**src/rtl/seg_pkg.sv**
```systemverilog
// Shared definitions for the 7-segment display path.
// Character codes are common to the game-status formatter (producer) and
// seg_scan_driver (consumer): 0..9 are decimal digits, 10 is BLANK, 11..35
// are letters, and 36..63 are unassigned and render as BLANK.
// Glyphs are active-low cathode patterns, bit0 = segment a .. bit6 = segment g.
package seg_pkg;

    typedef logic [5:0] char_t;
    typedef logic [6:0] glyph_t;

    localparam glyph_t    CAT_OFF = 7'h7F;
    localparam logic [7:0] AN_OFF = 8'hFF;

    localparam char_t CH_BLANK = 6'd10;
    localparam char_t CH_A     = 6'd11;
    localparam char_t CH_B     = 6'd12;
    localparam char_t CH_C     = 6'd13;
    localparam char_t CH_D     = 6'd14;
    localparam char_t CH_E     = 6'd15;
    localparam char_t CH_F     = 6'd16;
    localparam char_t CH_G     = 6'd17;
    localparam char_t CH_H     = 6'd18;
    localparam char_t CH_I     = 6'd19;
    localparam char_t CH_J     = 6'd20;
    localparam char_t CH_K     = 6'd21;
    localparam char_t CH_L     = 6'd22;
    localparam char_t CH_M     = 6'd23;
    localparam char_t CH_N     = 6'd24;
    localparam char_t CH_O     = 6'd25;
    localparam char_t CH_P     = 6'd26;
    localparam char_t CH_Q     = 6'd27;
    localparam char_t CH_R     = 6'd28;
    localparam char_t CH_S     = 6'd29;
    localparam char_t CH_T     = 6'd30;
    localparam char_t CH_U     = 6'd31;
    localparam char_t CH_V     = 6'd32;
    localparam char_t CH_W     = 6'd33;
    localparam char_t CH_X     = 6'd34;
    localparam char_t CH_Y     = 6'd35;

    // Digit-slot phase: anodes dark during GUARD, one digit lit during ACTIVE.
    typedef enum logic {
        PH_GUARD  = 1'b0,
        PH_ACTIVE = 1'b1
    } phase_t;

endpackage

```
**src/rtl/seg_glyph_rom.sv**
```systemverilog
// Combinational character-code to 7-segment glyph decoder.
// Ports:
//   i_char   in   6  character code (seg_pkg::char_t)
//   o_glyph  out  7  active-low cathode pattern, bit0 = a .. bit6 = g
// Letters that a 7-segment display cannot draw distinctly reuse a close
// shape: K and X draw as H, M draws as n, V and W draw as U.
module seg_glyph_rom
    import seg_pkg::*;
(
    input  char_t  i_char,
    output glyph_t o_glyph
);

    always_comb begin
        o_glyph = CAT_OFF;
        case (i_char)
            6'd0:     o_glyph = 7'h40;
            6'd1:     o_glyph = 7'h79;
            6'd2:     o_glyph = 7'h24;
            6'd3:     o_glyph = 7'h30;
            6'd4:     o_glyph = 7'h19;
            6'd5:     o_glyph = 7'h12;
            6'd6:     o_glyph = 7'h02;
            6'd7:     o_glyph = 7'h78;
            6'd8:     o_glyph = 7'h00;
            6'd9:     o_glyph = 7'h10;
            CH_BLANK: o_glyph = CAT_OFF;
            CH_A:     o_glyph = 7'h08;
            CH_B:     o_glyph = 7'h03;
            CH_C:     o_glyph = 7'h46;
            CH_D:     o_glyph = 7'h21;
            CH_E:     o_glyph = 7'h06;
            CH_F:     o_glyph = 7'h0E;
            CH_G:     o_glyph = 7'h42;
            CH_H:     o_glyph = 7'h09;
            CH_I:     o_glyph = 7'h4F;
            CH_J:     o_glyph = 7'h61;
            CH_K:     o_glyph = 7'h09;
            CH_L:     o_glyph = 7'h47;
            CH_M:     o_glyph = 7'h2B;
            CH_N:     o_glyph = 7'h2B;
            CH_O:     o_glyph = 7'h40;
            CH_P:     o_glyph = 7'h0C;
            CH_Q:     o_glyph = 7'h18;
            CH_R:     o_glyph = 7'h2F;
            CH_S:     o_glyph = 7'h12;
            CH_T:     o_glyph = 7'h07;
            CH_U:     o_glyph = 7'h41;
            CH_V:     o_glyph = 7'h41;
            CH_W:     o_glyph = 7'h41;
            CH_X:     o_glyph = 7'h09;
            CH_Y:     o_glyph = 7'h11;
            default:  o_glyph = CAT_OFF;
        endcase
    end

endmodule

```
**src/rtl/seg_scan_driver.sv**
```systemverilog
// Time-multiplexed driver for an 8-digit common-anode 7-segment display.
// Each digit owns SCAN_DIV clock cycles; the first GUARD_CYC cycles of a
// slot keep every anode off so the previous digit's cathodes cannot ghost
// onto the next one. The character buffer is copied once per frame so a
// frame never mixes old and new text, and the whole display can blink with
// a half-period of BLINK_FRAMES frames.
// Ports:
//   clk_in       in   1      system clock
//   rst_in       in   1      synchronous, active-high reset
//   char_in      in   8x6    char codes, char_in[i] drives an_out[i]
//   blink_en_in  in   1      1 = blink whole display
//   cat_out      out  7      cathodes, active-low, bit0 = a .. bit6 = g
//   an_out       out  8      anodes, active-low, at most one bit low
//   frame_out    out  1      1-cycle pulse when a new snapshot is taken
module seg_scan_driver
    import seg_pkg::*;
#(
    parameter int SCAN_DIV     = 100_000,
    parameter int GUARD_CYC    = 500,
    parameter int BLINK_FRAMES = 64
) (
    input  logic       clk_in,
    input  logic       rst_in,
    input  char_t      char_in [7:0],
    input  logic       blink_en_in,
    output glyph_t     cat_out,
    output logic [7:0] an_out,
    output logic       frame_out
);

    localparam int DIV_W = (SCAN_DIV > 1) ? $clog2(SCAN_DIV) : 1;
    localparam int BLK_W = (BLINK_FRAMES > 1) ? $clog2(BLINK_FRAMES) : 1;
    localparam logic [DIV_W-1:0] DIV_MAX = DIV_W'(SCAN_DIV - 1);
    localparam logic [DIV_W-1:0] GUARD_V = DIV_W'(GUARD_CYC);
    localparam logic [BLK_W-1:0] BLK_MAX = BLK_W'(BLINK_FRAMES - 1);

    logic [DIV_W-1:0] r_div_cnt;
    logic [2:0]       r_digit;
    logic [BLK_W-1:0] r_blink_cnt;
    logic             r_blink_off;
    logic             r_first;
    logic             r_frame;
    char_t            r_snap [7:0];
    logic [7:0]       r_an;
    glyph_t           r_cat;
    phase_t           r_phase;

    logic [DIV_W-1:0] w_div_nxt;
    logic             w_div_wrap;
    logic             w_frame_end;
    logic             w_blink_wrap;
    logic             w_snap_take;
    phase_t           w_phase_nxt;
    logic [7:0]       w_an_nxt;
    glyph_t           w_cat_nxt;
    glyph_t           w_glyph;

    assign w_div_wrap   = (r_div_cnt == DIV_MAX);
    assign w_div_nxt    = w_div_wrap ? '0 : r_div_cnt + 1'b1;
    assign w_frame_end  = w_div_wrap && (r_digit == 3'd7);
    assign w_blink_wrap = (r_blink_cnt == BLK_MAX);
    // The first cycle out of reset also loads the buffer, so the display
    // does not sit blank for a whole frame after reset.
    assign w_snap_take  = w_frame_end || r_first;

    seg_glyph_rom u_glyph_rom (
        .i_char  (r_snap[r_digit]),
        .o_glyph (w_glyph)
    );

    always_ff @(posedge clk_in) begin
        if (rst_in) begin
            r_phase <= PH_GUARD;
        end else begin
            r_phase <= w_phase_nxt;
        end
    end

    // Phase tracks the counter value being loaded, so r_phase always agrees
    // with r_div_cnt; the output registers below then add one cycle of latency.
    always_comb begin
        w_phase_nxt = (w_div_nxt < GUARD_V) ? PH_GUARD : PH_ACTIVE;
        w_an_nxt    = AN_OFF;
        w_cat_nxt   = CAT_OFF;
        if (r_phase == PH_ACTIVE && !(blink_en_in && r_blink_off)) begin
            w_an_nxt          = AN_OFF;
            w_an_nxt[r_digit] = 1'b0;
            w_cat_nxt         = w_glyph;
        end
    end

    always_ff @(posedge clk_in) begin
        if (rst_in) begin
            r_div_cnt   <= '0;
            r_digit     <= '0;
            r_blink_cnt <= '0;
            r_blink_off <= 1'b0;
            r_first     <= 1'b1;
            r_frame     <= 1'b0;
            r_an        <= AN_OFF;
            r_cat       <= CAT_OFF;
            for (int i = 0; i < 8; i++) begin
                r_snap[i] <= CH_BLANK;
            end
        end else begin
            r_div_cnt <= w_div_nxt;
            if (w_div_wrap) begin
                r_digit <= r_digit + 1'b1;
            end
            // Blink phase keeps counting even while blinking is disabled.
            if (w_frame_end) begin
                r_blink_cnt <= w_blink_wrap ? '0 : r_blink_cnt + 1'b1;
                if (w_blink_wrap) begin
                    r_blink_off <= ~r_blink_off;
                end
            end
            r_first <= 1'b0;
            r_frame <= w_snap_take;
            if (w_snap_take) begin
                r_snap <= char_in;
            end
            r_an  <= w_an_nxt;
            r_cat <= w_cat_nxt;
        end
    end

    assign an_out    = r_an;
    assign cat_out   = r_cat;
    assign frame_out = r_frame;

endmodule

```
**config.mk**
```make
export PLATFORM = sky130hd
export DESIGN_NAME = seg_scan_driver
export DESIGN_NICKNAME = d
export VERILOG_FILES = /design/src/rtl/seg_pkg.sv /design/src/rtl/seg_glyph_rom.sv /design/src/rtl/seg_scan_driver.sv
export SDC_FILE = /design/constraint.sdc
export NUM_CORES = 1
export LEC_CHECK = 0
export BUFFER_PORTS_ARGS = -buffer_cell sky130_fd_sc_hd__buf_2
export CAP_MARGIN = 20
export CORE_AREA = 2 2 132 134
export CTS_CLUSTER_DIAMETER = 40
export CTS_CLUSTER_SIZE = 8
export DETAILED_ROUTE_END_ITERATION = 10
export DIE_AREA = 0 0 134 136
export PLACE_DENSITY = 0.44
export RECOVER_POWER = 25
export SLEW_MARGIN = 20
export SYNTH_ARGS = -nofsm -noshare
export SYNTH_HDL_FRONTEND = slang
export SYNTH_SLANG_ARGS = --single-unit
```
**constraint.sdc**
```tcl
create_clock -name clk_in -period 4.33 [get_ports clk_in]
set_input_delay 1.0825 -clock clk_in [delete_from_list [all_inputs] [get_ports clk_in]]
set_output_delay 1.0825 -clock clk_in [all_outputs]
set_load 0.02 [all_outputs]
```
; Word level (Yosys, flattened, before mapping)
; Memory sizes are Yosys's and may differ from the RTL's. A register that Yosys moved wholly into a read port is not among the register bits.
; Index checks and enable logic that the tools add are counted.
[classes]
add_sub_neg = 3
order_cmp = 3
eq_ne = 3
muxes = 8
bitwise = 3
reduce_logical = 8
[op_table]
columns = operator, count
row1 = $bmux 6 s3, 1
row2 = $add 17x1->17 const B, 1
row3 = $eq 17x17->1 const B, 1
row4 = $lt 17x9->1 const B, 1
row5 = $mux 17, 1
row6 = $mux 6, 2
row7 = $not 8->8, 1
row8 = $add 6x1->6 const B, 1
row9 = $eq 6x6->1 const B, 1
row10 = $logic_and 1x1->1, 4
row11 = $lt 3x4->1 const B, 1
row12 = $add 3x1->3 const B, 1
row13 = $demux 1 s3, 1
row14 = $eq 3x3->1 const B, 1
row15 = $ge 3x1->1 const B, 1
row16 = $mux 1, 3
row17 = $not 1->1, 2
row18 = $reduce_and 2->1, 1
row19 = $reduce_or 2->1, 1
row20 = $logic_not 1->1, 1
row21 = $logic_or 1x1->1, 1
[totals]
regBits = 86
rom_bits = 448
input_bits = 51
output_inout_bits = 16
word_cells = 45
memories = 1
[mem_list]
columns = memory, depth, word_bits, read_ports, rd_clocked_by_memory_dff, wr, line_no
row1 = (name not given), 64, 7, 1, 1, 0, seg_glyph_rom.sv:16  ; case (i_char)

; Depth between registers and ports, before layout
[logic_depth]
ltp_word = 5
depth_mapped = 11
mapped_depth_nobuf = 9

; Hierarchy
; Synthesis repeated with hierarchy kept, for this count alone.
[unflattened]
hier_cells = 491
area_unflattened_um2 = 4548.1
[modules_own_cells]
columns = module, instances, cells_per_inst, area_each_um2, seq_area_each_um2
row1 = seg_scan_driver, 1, 410, 3992.6, 1861.8
row2 = seg_glyph_rom, 1, 81, 555.5, 0.0

; Worst setup path after synthesis
; Ideal clock, no wire load.
[synth_timing]
kind = register -> register
from = register r_digit[0]
to = register r_cat[2], in the netlist cat_out[2]
setup_ns = 0.069
t_arrival_ns = 2.922
t_required_ns = 4.261
setup_slack_ns = 1.339
stages_incl_launch_ff = 10
n_path_buf = 2
synth_period_minus_slack_ns = 2.991
cell_sequence = dfxtp_1 buf_2 buf_2 mux4_2 mux2i_1 ha_1 or4_1 o31ai_1 a311oi_1 o21ai_1
[synth_via]
elab_chain_cells = 2
[synth_rtl]
columns = item, line_no
row1 = from (decl), seg_scan_driver.sv:38  ; logic [2:0] r_digit;
row2 = from (signal assigned), seg_scan_driver.sv:108  ; r_digit <= r_digit + 1'b1;
row3 = $bmux 6 s3, seg_scan_driver.sv:67  ; .i_char (r_snap[r_digit]),
row4 = $mux 6 (implied by the code), seg_scan_driver.sv:67
row5 = to (decl), seg_scan_driver.sv:45  ; glyph_t r_cat;
; Every way passes these cells. The select of a mux whose other input is x is not followed.
; A chain may end at the register's enable or synchronous reset.

; Worst setup path in the final report
[layout_timing]
from = register r_digit[1]
to = register r_cat[2], in the netlist cat_out[2]
; Same word-level chain as after synthesis.

==> results.py <==
metrics = {
    "flow_run": {
        "drv_cap": 0,
    },
    "routing": {
        "via_count": 3685,
        "drt_pass1_iterations": 4,
        "drt_iter0_markers": 216,
        "drc_errors": 0,
        "via_per_inst": 4.74,
        "wl_um": 11000,
        "avgRoutedWirePerCell_um": 14.2,
        "final_antenna_net_count": 0,
    },
    "setup_path": {
        "startpoint": "r_digit[1]$_SDFFE_PP0N_",
        "critPathMaxFanout": 18,
        "timing.rr.start": "r_digit[1]$_SDFFE_PP0N_",
        "critPathArrivalTime_ns": 3.42,
        "worstSetupEndpointType": "register",
        "worst_setup_path_start_kind": "register",
        "slowest_delay_ns": 0.82,
        "critical_path_class": "reg2reg",
        "required_ns": 4.60,
        "critPathSlowestCell": "dfxtp_1",
        "critPathBufInv": 0,
        "crit_chain": "mux4_2, mux2i_1, ha_1, or4_1, o31ai_1, a311oi_1, o21ai_1",
        "path_delay_family": "multiplexers",
    },
    "cells_and_area": {
        "antenna_cells": 0,
        "fin_cells": 777,
        "final_core_util_pct": 31.2,
        "area_delta_synth_final_pct": 17.4,
        "drive_gt1_share_pct": 17.4,
        "nets": 610,
    },
    "cts": {
        "cts_tree": "built",
        "clk_latency_ns": 0.34,
        "ctsRootBufferMaster": "clkbuf_16",
        "cts_htree_levels": 3,
        "cts_buffers": 9,
        "postCtsSetupBuffers": 0,
        "clkSinkCount": 93,
        "ctsResizeCount": 0,
        "clk_pin_slew_worst_paths_ns": 0.07,
        "ctsHoldBuffers": 0,
        "clock_path_buffers": 2,
    },
    "floorplan": {
        "core_area_um2": 16900,
        "die_w_um": 134,
        "die-area_um2": 18200,
        "die_y_um": 136,
        "initial_core_util_pct": 26.5,
        "core.rowCount": 48,
        "num_io_pins": 67,
    },
    "pwr": {
        "p_int_mw": 1.47,
        "pwr-share-clk_pct": 44.6,
        "p_per_area_nw_per_um2": 366,
        "power_switching_uw": 454,
        "p_leak_nw": 1.89,
        "seqPwrFrac_pct": 47.1,
        "combPwrFrac_pct": 8.3,
        "p_sw_share_pct": 23.6,
        "irDropWorstVdd_v": 0.000216,
    },
    "synthesis": {
        "seq_area_frac_synth_pct": 41.6,
        "ys_seq_elements": 93,
        "synthesis.area_um2": 4480,
        "synth-edff-count": 0,
        "synth_fa_ha_area_share_pct": 3.35,
        "yosys.area_share.simple_pct": 19.0,
        "synthesis.nets": 562,
        "synthMuxAreaShare_pct": 9.25,
        "synth_top_family_by_area": "simple AND/OR/NAND/NOR gates",
        "async_reset_ff_share_pct": 0,
        "synth_xor_xnor_area_share_pct": 3.72,
        "yosys_warnings": 0,
        "synth-compound-area-share_pct": 17.9,
        "synth_cell_types": 56,
        "synthCells": 499,
        "synth_ff_type": "dfxtp_1",
        "synth_area_per_cell_um2": 8.97,
    },
    "global_routing": {
        "met3_usage_pct": 3.95,
        "gr-usage-met1_pct": 16.7,
        "use_met2_pct": 19.7,
        "grt_start_max_net_pins": 66,
        "track_usage_pct": 12.6,
        "grt_pass1_vias": 3586,
        "grt_pass1_wl_um": 18200,
        "antenna_found_initial": 0,
        "grt-ovfl-total": 0,
        "busiest_layer": "met2",
    },
    "timing": {
        "whs_ns": 0.451,
        "slew_viol_final": 0,
        "fin_skew_ns": 0.00999,
        "setup_tns_ns": 0,
        "fin_crit_sh_pct": 72.6,
        "fmaxAchievable_ghz": 0.318,
        "finalSetupViolations": 0,
        "rsz0062_at_grt": "false",
        "max-slew-margin-rel_pct": 10.7,
        "hold_viol_final": 0,
        "finalCriticalPeriod_ns": 3.14,
        "tightest_slew_ns": 1.34,
    },
    "placed_design": {
        "hpwl_um": 7890,
        "portBuffers": 66,
        "gp_congestion": 0.799,
        "placedCellCount": 761,
    },
    "hold_path": {
        "min-delay-start": "r_snap[29]$_SDFFE_PP0P_",
        "hp-class": "reg2reg",
    },
    "outcome": {
        "outcome": "completed",
    },
}
-- worst reg2reg max path: stages (launching register included) --
cell	delay, ns
dfxtp_1	0.82
mux4_2	0.41
mux2i_1	0.58
ha_1	0.41
or4_1	0.55
o31ai_1	0.09
a311oi_1	0.08
o21ai_1	0.14
-- metal layers --
metal | vias up | part of all wire (%)
li1 | 1870 | -
met1 | 1733 | 49
met2 | 75 | 46
met3 | 7 | 4.5
met4 | 0 | 0.89
met5 | - | 0
-- registers in the layout (all words and copies together), names as in the netlist --
name	flops
r_blink_cnt	6
an_out	8
r_phase	1
r_blink_off	1
cat_out	7
r_snap	48
frame_out	1
r_digit	3
r_div_cnt	17
r_first	1
-- cells in the final DEF, fill, tap and decap left out, drive strengths merged, types with 2 or more instances in the layout --
cell / instances
or3: 3
nor2b: 20
and2: 5
mux2: 3
nand3: 15
o21bai: 2
nand4: 10
a221oi: 2
clkbuf: 26
mux2i: 11
ha: 12
a41oi: 2
o211ai: 4
a31oi: 2
bufinv: 2
a21oi: 41
or4: 2
xnor2: 11
a311oi: 3
buf: 58
nor4: 5
mux4: 12
dfxtp: 93
xor2: 8
nor3: 7
o21ai: 47
nand2: 54
o21a: 3
inv: 11
a211o: 16
nor2: 42
-- kinds of logic after synthesis --
family                     count (synthesis)
and+or+nand+nor                          171
AOI/OAI and AO/OA                        132
DFF                                       93
buffers and inverters                     46
muxes                                     26
xor gates and xnor gates                  19
adders and majority gates                 12
-- cell usage after synthesis (all sizes together) (2+ instances only) --
library cell / instances / area (um^2)
mux4: 12 / 270
nand3: 15 / 75.1
a221oi: 2 / 17.5
o21ai: 47 / 235
inv: 9 / 33.8
nor3: 7 / 35.0
mux2i: 11 / 110
a21oi: 41 / 205
o211ai: 4 / 30.0
o21a: 3 / 22.5
nor4: 5 / 52.6
dfxtp: 93 / 1860
o21bai: 2 / 15.0
a311oi: 3 / 26.3
nor2: 42 / 160
clkbuf: 23 / 86.3
or3: 3 / 18.8
xor2: 8 / 70.1
ha: 12 / 150
mux2: 3 / 33.8
nor2b: 20 / 125
nand4: 10 / 62.6
a31oi: 2 / 12.5
nand2: 54 / 203
a211o: 16 / 140
xnor2: 11 / 96.3
a41oi: 2 / 17.5
buf: 14 / 113
or4: 2 / 18.8
and2: 5 / 33.8
-- stage by stage --
step,total power [mW],cell area (um^2),setup slack (ns)
after detailed placement,1.09,4960,1.19
after global routing,2.02,5260,0.898
after CTS,1.96,5280,1.17
after floorplan,1.03,4480,1.34
after global placement,1.09,4960,1.31
final,1.92,5260,1.19
-- power by group through the flow --
stage	Combinational (mW)	Sequential, mW	Clock [mW]
3_3_place_gp	0.161	0.926	0
4_1_cts	0.161	0.906	0.891
6_report	0.160	0.906	0.858
3_5_place_dp	0.160	0.926	0
5_1_grt	0.180	0.910	0.928
2_1_floorplan	0.115	0.916	0
-- final timing paths --
| kind | end | slack [ns] | depth (start not counted) |
|---|---|---|---|
| worst min-delay path | r_snap[29]$_SDFFE_PP0P_ | 0.45 | 2 |
| worst max register to register | cat_out[2]$_SDFF_PP1_ | 1.19 | 7 |
| worst max-delay path | cat_out[2]$_SDFF_PP1_ | 1.19 | 7 |
| worst min register to register | r_snap[29]$_SDFFE_PP0P_ | 0.45 | 2 |
-- layout make-up --
cell class              count  area, um^2
well taps                 225         282
multi-input cells         360        2390
clock inverters             6        93.8
fillers                  1801       11600
flip-flops and latches     93        1860
repair buffers             74         370
inverters                   9        33.8
clock buffers              10         229
No activity file was read; power rests on OpenSTA's default activity.
